--- src/rtl/tick_timer_scheduler.sv ---
// -----------------------------------------------------------------------------
// tick_timer_scheduler
//
// Multi-channel software-timer scheduler. A single shared decrement unit walks
// the channels one per clock after every divider tick. Each channel counts
// down in ticks and raises a one-cycle expiry pulse when it reaches the end of
// its period. It then either reloads (periodic) or stops (one-shot). When no
// channel is running, the divider is frozen through o_div_stop.
//
// Ports:
//   i_clk          clock
//   i_rst          synchronous, active-high reset
//   i_tick         one-cycle pulse from the divider output
//   o_div_stop     divider stop request; 1 when no channel is active
//   i_cmd_valid    command request
//   o_cmd_ready    command accepted on valid & ready (high only while idle)
//   i_cmd_op       00 start periodic, 01 start one-shot, 10 stop, 11 restart
//   i_cmd_ch       target channel
//   i_cmd_period   period in ticks (start ops only)
//   o_expire       one-cycle expiry pulse per channel
//   o_active       per-channel running flags
//   o_err          one-cycle pulse on a rejected command
//   o_overrun      one-cycle pulse when a tick is dropped
// -----------------------------------------------------------------------------
module tick_timer_scheduler #(
    parameter  int p_channels = 4,
    parameter  int p_width    = 16,
    localparam int lp_chw     = (p_channels > 1) ? $clog2(p_channels) : 1
) (
    input  logic                  i_clk,
    input  logic                  i_rst,
    input  logic                  i_tick,
    output logic                  o_div_stop,
    input  logic                  i_cmd_valid,
    output logic                  o_cmd_ready,
    input  logic [1:0]            i_cmd_op,
    input  logic [lp_chw-1:0]     i_cmd_ch,
    input  logic [p_width-1:0]    i_cmd_period,
    output logic [p_channels-1:0] o_expire,
    output logic [p_channels-1:0] o_active,
    output logic                  o_err,
    output logic                  o_overrun
);

    typedef enum logic [0:0] {
        ST_IDLE = 1'b0,
        ST_SCAN = 1'b1
    } state_t;

    localparam logic [lp_chw-1:0] lp_last_slot = lp_chw'(p_channels - 1);
    // One bit wider than the channel index so that a power-of-two channel
    // count is still representable for the range check.
    localparam logic [lp_chw:0]   lp_num_ch    = (lp_chw + 1)'(p_channels);
    localparam logic [p_width-1:0] lp_one      = p_width'(1);

    // Scheduler control
    state_t              state_q, state_n;
    logic [lp_chw-1:0]   slot_q,  slot_n;
    logic                pend_q,  pend_n;

    // Per-channel timer state
    logic [p_width-1:0]    period_q [p_channels];
    logic [p_width-1:0]    period_n [p_channels];
    logic [p_width-1:0]    count_q  [p_channels];
    logic [p_width-1:0]    count_n  [p_channels];
    logic [p_channels-1:0] mode_q,   mode_n;
    logic [p_channels-1:0] active_q, active_n;
    logic [p_channels-1:0] fresh_q,  fresh_n;

    // Registered outputs
    logic [p_channels-1:0] expire_q, expire_n;
    logic                  err_q,    err_n;
    logic                  ovr_q,    ovr_n;
    logic                  dstop_q,  dstop_n;

    logic                  cmd_fire;
    logic                  ch_ok;
    logic [p_width-1:0]    sel_period;

    assign o_cmd_ready = (state_q == ST_IDLE);
    assign cmd_fire    = i_cmd_valid && (state_q == ST_IDLE);
    assign ch_ok       = ({1'b0, i_cmd_ch} < lp_num_ch);

    assign o_expire    = expire_q;
    assign o_active    = active_q;
    assign o_err       = err_q;
    assign o_overrun   = ovr_q;
    assign o_div_stop  = dstop_q;

    // ---- next-state: scan sequencing, slot execution, command decode ----
    always_comb begin
        state_n    = state_q;
        slot_n     = slot_q;
        pend_n     = pend_q;
        period_n   = period_q;
        count_n    = count_q;
        mode_n     = mode_q;
        active_n   = active_q;
        fresh_n    = fresh_q;
        expire_n   = '0;
        err_n      = 1'b0;
        ovr_n      = 1'b0;
        sel_period = '0;

        for (int i = 0; i < p_channels; i++) begin
            if (i_cmd_ch == lp_chw'(i)) begin
                sel_period = period_q[i];
            end
        end

        case (state_q)
            ST_IDLE: begin
                if (i_tick) begin
                    state_n = ST_SCAN;
                    slot_n  = '0;
                end
            end

            ST_SCAN: begin
                // Service the channel owned by the current slot. Fresh
                // channels were (re)started on the tick that launched this
                // scan, so that tick must not count against them.
                for (int i = 0; i < p_channels; i++) begin
                    if (slot_q == lp_chw'(i) && active_q[i] && !fresh_q[i]) begin
                        if (count_q[i] == lp_one) begin
                            expire_n[i] = 1'b1;
                            if (mode_q[i]) begin
                                active_n[i] = 1'b0;
                                count_n[i]  = '0;
                            end else begin
                                count_n[i]  = period_q[i];
                            end
                        end else if (count_q[i] != '0) begin
                            count_n[i] = count_q[i] - lp_one;
                        end
                    end
                end

                if (slot_q == lp_last_slot) begin
                    fresh_n = '0;
                    slot_n  = '0;
                    if (pend_q) begin
                        // Pending tick consumes this restart; a tick landing
                        // in the same cycle finds the pending slot still full.
                        pend_n = 1'b0;
                        ovr_n  = i_tick;
                    end else if (!i_tick) begin
                        state_n = ST_IDLE;
                    end
                    // A tick on the last slot with nothing pending restarts
                    // immediately, which keeps the tick-to-slot-0 latency at 1.
                end else begin
                    slot_n = slot_q + lp_chw'(1);
                    if (i_tick) begin
                        if (pend_q) begin
                            ovr_n = 1'b1;
                        end else begin
                            pend_n = 1'b1;
                        end
                    end
                end
            end

            default: begin
                state_n = ST_IDLE;
            end
        endcase

        if (cmd_fire) begin
            case (i_cmd_op)
                2'b00, 2'b01: begin
                    if (!ch_ok || i_cmd_period == '0) begin
                        err_n = 1'b1;
                    end else begin
                        for (int i = 0; i < p_channels; i++) begin
                            if (i_cmd_ch == lp_chw'(i)) begin
                                period_n[i] = i_cmd_period;
                                count_n[i]  = i_cmd_period;
                                mode_n[i]   = i_cmd_op[0];
                                active_n[i] = 1'b1;
                                fresh_n[i]  = i_tick;
                            end
                        end
                    end
                end

                2'b10: begin
                    if (!ch_ok) begin
                        err_n = 1'b1;
                    end else begin
                        for (int i = 0; i < p_channels; i++) begin
                            if (i_cmd_ch == lp_chw'(i)) begin
                                active_n[i] = 1'b0;
                            end
                        end
                    end
                end

                default: begin
                    if (!ch_ok || sel_period == '0) begin
                        err_n = 1'b1;
                    end else begin
                        for (int i = 0; i < p_channels; i++) begin
                            if (i_cmd_ch == lp_chw'(i)) begin
                                count_n[i]  = period_q[i];
                                active_n[i] = 1'b1;
                                fresh_n[i]  = i_tick;
                            end
                        end
                    end
                end
            endcase
        end

        dstop_n = ~|active_n;
    end

    // ---- state register ----
    always_ff @(posedge i_clk) begin
        if (i_rst) begin
            state_q  <= ST_IDLE;
            slot_q   <= '0;
            pend_q   <= 1'b0;
            mode_q   <= '0;
            active_q <= '0;
            fresh_q  <= '0;
            expire_q <= '0;
            err_q    <= 1'b0;
            ovr_q    <= 1'b0;
            dstop_q  <= 1'b1;
            for (int i = 0; i < p_channels; i++) begin
                period_q[i] <= '0;
                count_q[i]  <= '0;
            end
        end else begin
            state_q  <= state_n;
            slot_q   <= slot_n;
            pend_q   <= pend_n;
            mode_q   <= mode_n;
            active_q <= active_n;
            fresh_q  <= fresh_n;
            expire_q <= expire_n;
            err_q    <= err_n;
            ovr_q    <= ovr_n;
            dstop_q  <= dstop_n;
            for (int i = 0; i < p_channels; i++) begin
                period_q[i] <= period_n[i];
                count_q[i]  <= count_n[i];
            end
        end
    end

endmodule

--- config.mk ---
export PLATFORM = sky130hd
export DESIGN_NAME = tick_timer_scheduler
export DESIGN_NICKNAME = d
export VERILOG_FILES = /design/src/rtl/tick_timer_scheduler.sv
export SDC_FILE = /design/constraint.sdc
export NUM_CORES = 1
export LEC_CHECK = 0
export CELL_PAD_IN_SITES_DETAIL_PLACEMENT = 0
export CELL_PAD_IN_SITES_GLOBAL_PLACEMENT = 1
export CORE_MARGIN = 8
export CORE_UTILIZATION = 47
export CTS_BUF_LIST = sky130_fd_sc_hd__clkbuf_4
export CTS_CLUSTER_DIAMETER = 200
export DETAILED_ROUTE_END_ITERATION = 10
export PLACE_DENSITY_LB_ADDON = 0.1
export SETUP_SLACK_MARGIN = 0.4
export SLEW_MARGIN = 5
export SYNTH_ARGS = -nofsm -noshare
export SYNTH_HDL_FRONTEND = slang
export SYNTH_SLANG_ARGS = --single-unit
--- constraint.sdc ---
create_clock -name i_clk -period 2.8 [get_ports i_clk]
set_clock_uncertainty 0.05 [all_clocks]
set_input_delay 0.42 -clock i_clk [delete_from_list [all_inputs] [get_ports i_clk]]
set_output_delay 0.42 -clock i_clk [all_outputs]
set_load 0.02 [all_outputs]
==> qor.csv <==
stage;metric;value;unit
placed_design;io_buffers;35;
logic_synthesis;synth_edf_count;0;
die;dieHeight;152.6;um
pwr;total_power;4.556;mW
pwr;ir_drop;0.2540;mV
placed_design;gp_congestion;0.9296;
logic_synthesis;ys_async_sr_fraction;0;
logic_synthesis;yosysMostFrequentCell;nand2_1;
sta;finalSetupTns;0;ns
clock_network;clk_pin_slew_worst_paths;0.12;ns
clock_network;clockBufferDepth;2;
sta;setup_viol;0;
clock_network;clock-sinks;151;
logic_synthesis;synth_cell_types;87;
worst_setup_path;r2r_slack;0.45;ns
pwr;p_per_area;435.4;nW/um2
job;cap_violations;0;
worst_hold_path;holdPathEnd;o_expire[1];
logic_synthesis;synth_top_flop_cell;dfxtp_1;
detailed_routing;viasPerCell;6.269;
logic_synthesis;synth_area_leaders;dfxtp_1 (34%), a21oi_1 (8.6%), nand2_1 (8.3%);
die;io_pins;36;
worst_setup_path;cpPeakStageDelay;0.56;ns
detailed_routing;post_drt_wl_per_cell;21.06;um
die;die_area;23300;um2
logic_synthesis;ys_seq_area_frac;0.3445;
sta;setup_ws;0.4493;ns
clock_network;clkLatencyLatePin;0.56;ns
worst_setup_path;rr_worst_depth;8;
worst_setup_path;r2r_end;count_q[62];
clock_network;numCtsBuffers;17;
die;die_w;152.6;um
pwr;p_leak;3.679;nW
grt;track_usage;0.2631;
sta;worst_slew_pin_slew;0.6229;ns
clock_network;cts_tree;built;
layout;post-route-cell-area;10460;um2
sta;rsz0062_at_grt;true;
detailed_routing;firstDrtPassIters;6;
worst_setup_path;startpoint_type;flip-flop;
worst_setup_path;arrival;2.74;ns
grt;antenna_found_initial;1;
detailed_routing;ant_nets;0;
logic_synthesis;netlist_instances;1170;
grt;grt-ovfl-total;0;
layout;area_growth;19.25;%
logic_synthesis;syn_avg_cell_area;7.500;um2
worst_setup_path;worstPathRequired;3.19;ns
die;initial_core_util;0.4739;
clock_network;htree_levels;4;
outcome;status;finished, final reports clean;
worst_setup_path;critPathCaptureType;flip-flop;
layout;nets;1284;
logic_synthesis;synth-seq-cells;151;
grt;grt_max_degree;72;
grt;first_global_vias;8864;
logic_synthesis;yosysTopAreaCell;dfxtp_1;
logic_synthesis;syn-num-nets;1206;
sta;min_period;2.351;ns
sta;whs;0.2737;ns
detailed_routing;drt_iter0_drc;902;
worst_hold_path;min-delay-start;i_rst;
detailed_routing;vias;9360;
die;rows;50;
placed_design;place_ws;-0.2553;ns
worst_hold_path;min_path_cells;2;
sta;fin_crit_sh;0.8395;
logic_synthesis;synthDominantCellAreaShare;0.3445;
worst_setup_path;worstSetupPathType;flip-flop to flip-flop;
sta;report.final.slew_viol_count;0;
worst_setup_path;crit_chain;or4_4 -> nor3_4 -> buf_4 -> nand3b_1 -> nor3_2 -> mux2_2 -> a31oi_1 -> o31ai_1;
logic_synthesis;synth_common_cells;nand2_1 (194), a21oi_1 (151), dfxtp_1 (151), nor2_1 (73), o21ai_0 (51);
logic_synthesis;yosysWarnings;0;
detailed_routing;drc;0;
detailed_routing;wirelength;31440;um
placed_design;hpwl;22270;um
layout;drive_gt1_frac;0.1717;
worst_setup_path;worst-path-max-fanout;4;
sta;fmax;425.4;MHz
worst_setup_path;reg2reg_from;count_q[52];
worst_hold_path;min_path_type;input pin to flip-flop;
grt;grt_pass1_wl;49450;um
worst_setup_path;crit_slowest_cell;or4_4;
logic_synthesis;syn_area;8775;um2
sta;slew_headroom;0.5843;
layout;fill_cells;1773;
placed_design;place_area;9818;um2
die;core-area;18520;um2
clock_network;cts_root_buf;clkbuf_4;
sta;finalHoldViolCount;0;
==> registers in the layout (all words and copies together) (netlist names) <==
register and flops:
count_q 64, fresh_q 4, mode_q 4, o_active 4, o_div_stop 1, o_err 1
o_expire 4, o_overrun 1, pend_q 1, period_q 64, slot_q 2, state_q 1
==> critical path, delay by kind of cell (launching register included) <==
kind	cells	cell delay (ns)
DFF	1	0.36
AOI/OAI and AO/OA	2	0.23
muxes	1	0.36
and+or+nand+nor	4	1.08
buffers and inverters	1	0.16
==> metrics by stage <==
stage | instances | utilization
final | 1493 | 0.5651
after global routing | 1493 | 0.5651
after CTS | 1479 | 0.5489
after detailed placement | 1446 | 0.5302
after global placement | 1446 | 0.5302
after floorplan | 1170 | -
==> power breakdown <==
group | internal, mW | switching [mW]
Clock | 0.605 | 0.791
Combinational | 0.369 | 0.536
Sequential | 2.19 | 0.0612
==> how the worst max path moves through the flow <==
stage	start	endpoint	slack (ns)	cells after the start
after floorplan	count_q[0]	count_q[12]	0.50	9
after CTS	count_q[0]	count_q[12]	0.33	9
after detailed placement	i_cmd_period[8]	count_q[23]	-0.26	9
final	count_q[52]	count_q[62]	0.45	8
after global routing	count_q[52]	count_q[57]	0.32	9
after global placement	i_cmd_period[8]	count_q[25]	-0.21	9
==> layout by cell type, fill, tap and decap left out, drive strengths merged, types with 24 or more instances in the layout <==
cell type      instances
a21oi                152
a22oi                 42
a31oi                 24
buf                  105
clkdlybuf4s50         34
dfxtp                151
inv                   27
nand2                196
nand3                 47
nor2                  79
nor3                  36
nor4                  37
o21ai                 68
==> layout make-up <==
type / instances / area [um2] / share of cell area
Tap cell: 234 / 292.8 / 0.02798
Clock buffer: 18 / 135.1 / 0.01291
Sequential cell: 151 / 3029 / 0.2895
Clock inverter: 11 / 135.1 / 0.01291
Inverter: 27 / 101.3 / 0.009685
Antenna cell: 1 / 2.502 / 0.0002391
Multi-Input combinational cell: 912 / 5553 / 0.5307
Timing Repair Buffer: 139 / 1215 / 0.1161
==> what timing repair did <==
item                       in CTS  in global routing
setup buffers                   4                 12
hold buffers                    0                  0
gates cloned                    0                  1
resized for setup               9                 47
setup endpoints to repair      31                 59
pin swaps                       2                 14
==> routing by layer <==
| metal | vias to the layer above | track usage | part of all wire |
|---|---|---|---|
| met3 | 73 | 0.03971 | 0.061 |
| met1 | 4468 | 0.3373 | 0.43 |
| met4 | 0 | 0.1084 | 0.032 |
| met2 | 324 | 0.4342 | 0.47 |
| met5 | - | 0 | 0 |
| li1 | 4495 | - | - |
==> cells by family (layout without fill, tap and decap cells) <==
kind of cell	after synthesis	count (layout)	synth area share
other cells	0	1	0
simple gates	494	495	0.2930
flops	151	151	0.3445
mux	5	5	0.005989
fa+ha+maj	12	12	0.01711
compound gates	395	395	0.2826
xor+xnor	5	5	0.004992
buf+inv	108	195	0.05176
No activity file was read; power rests on OpenSTA's default activity.
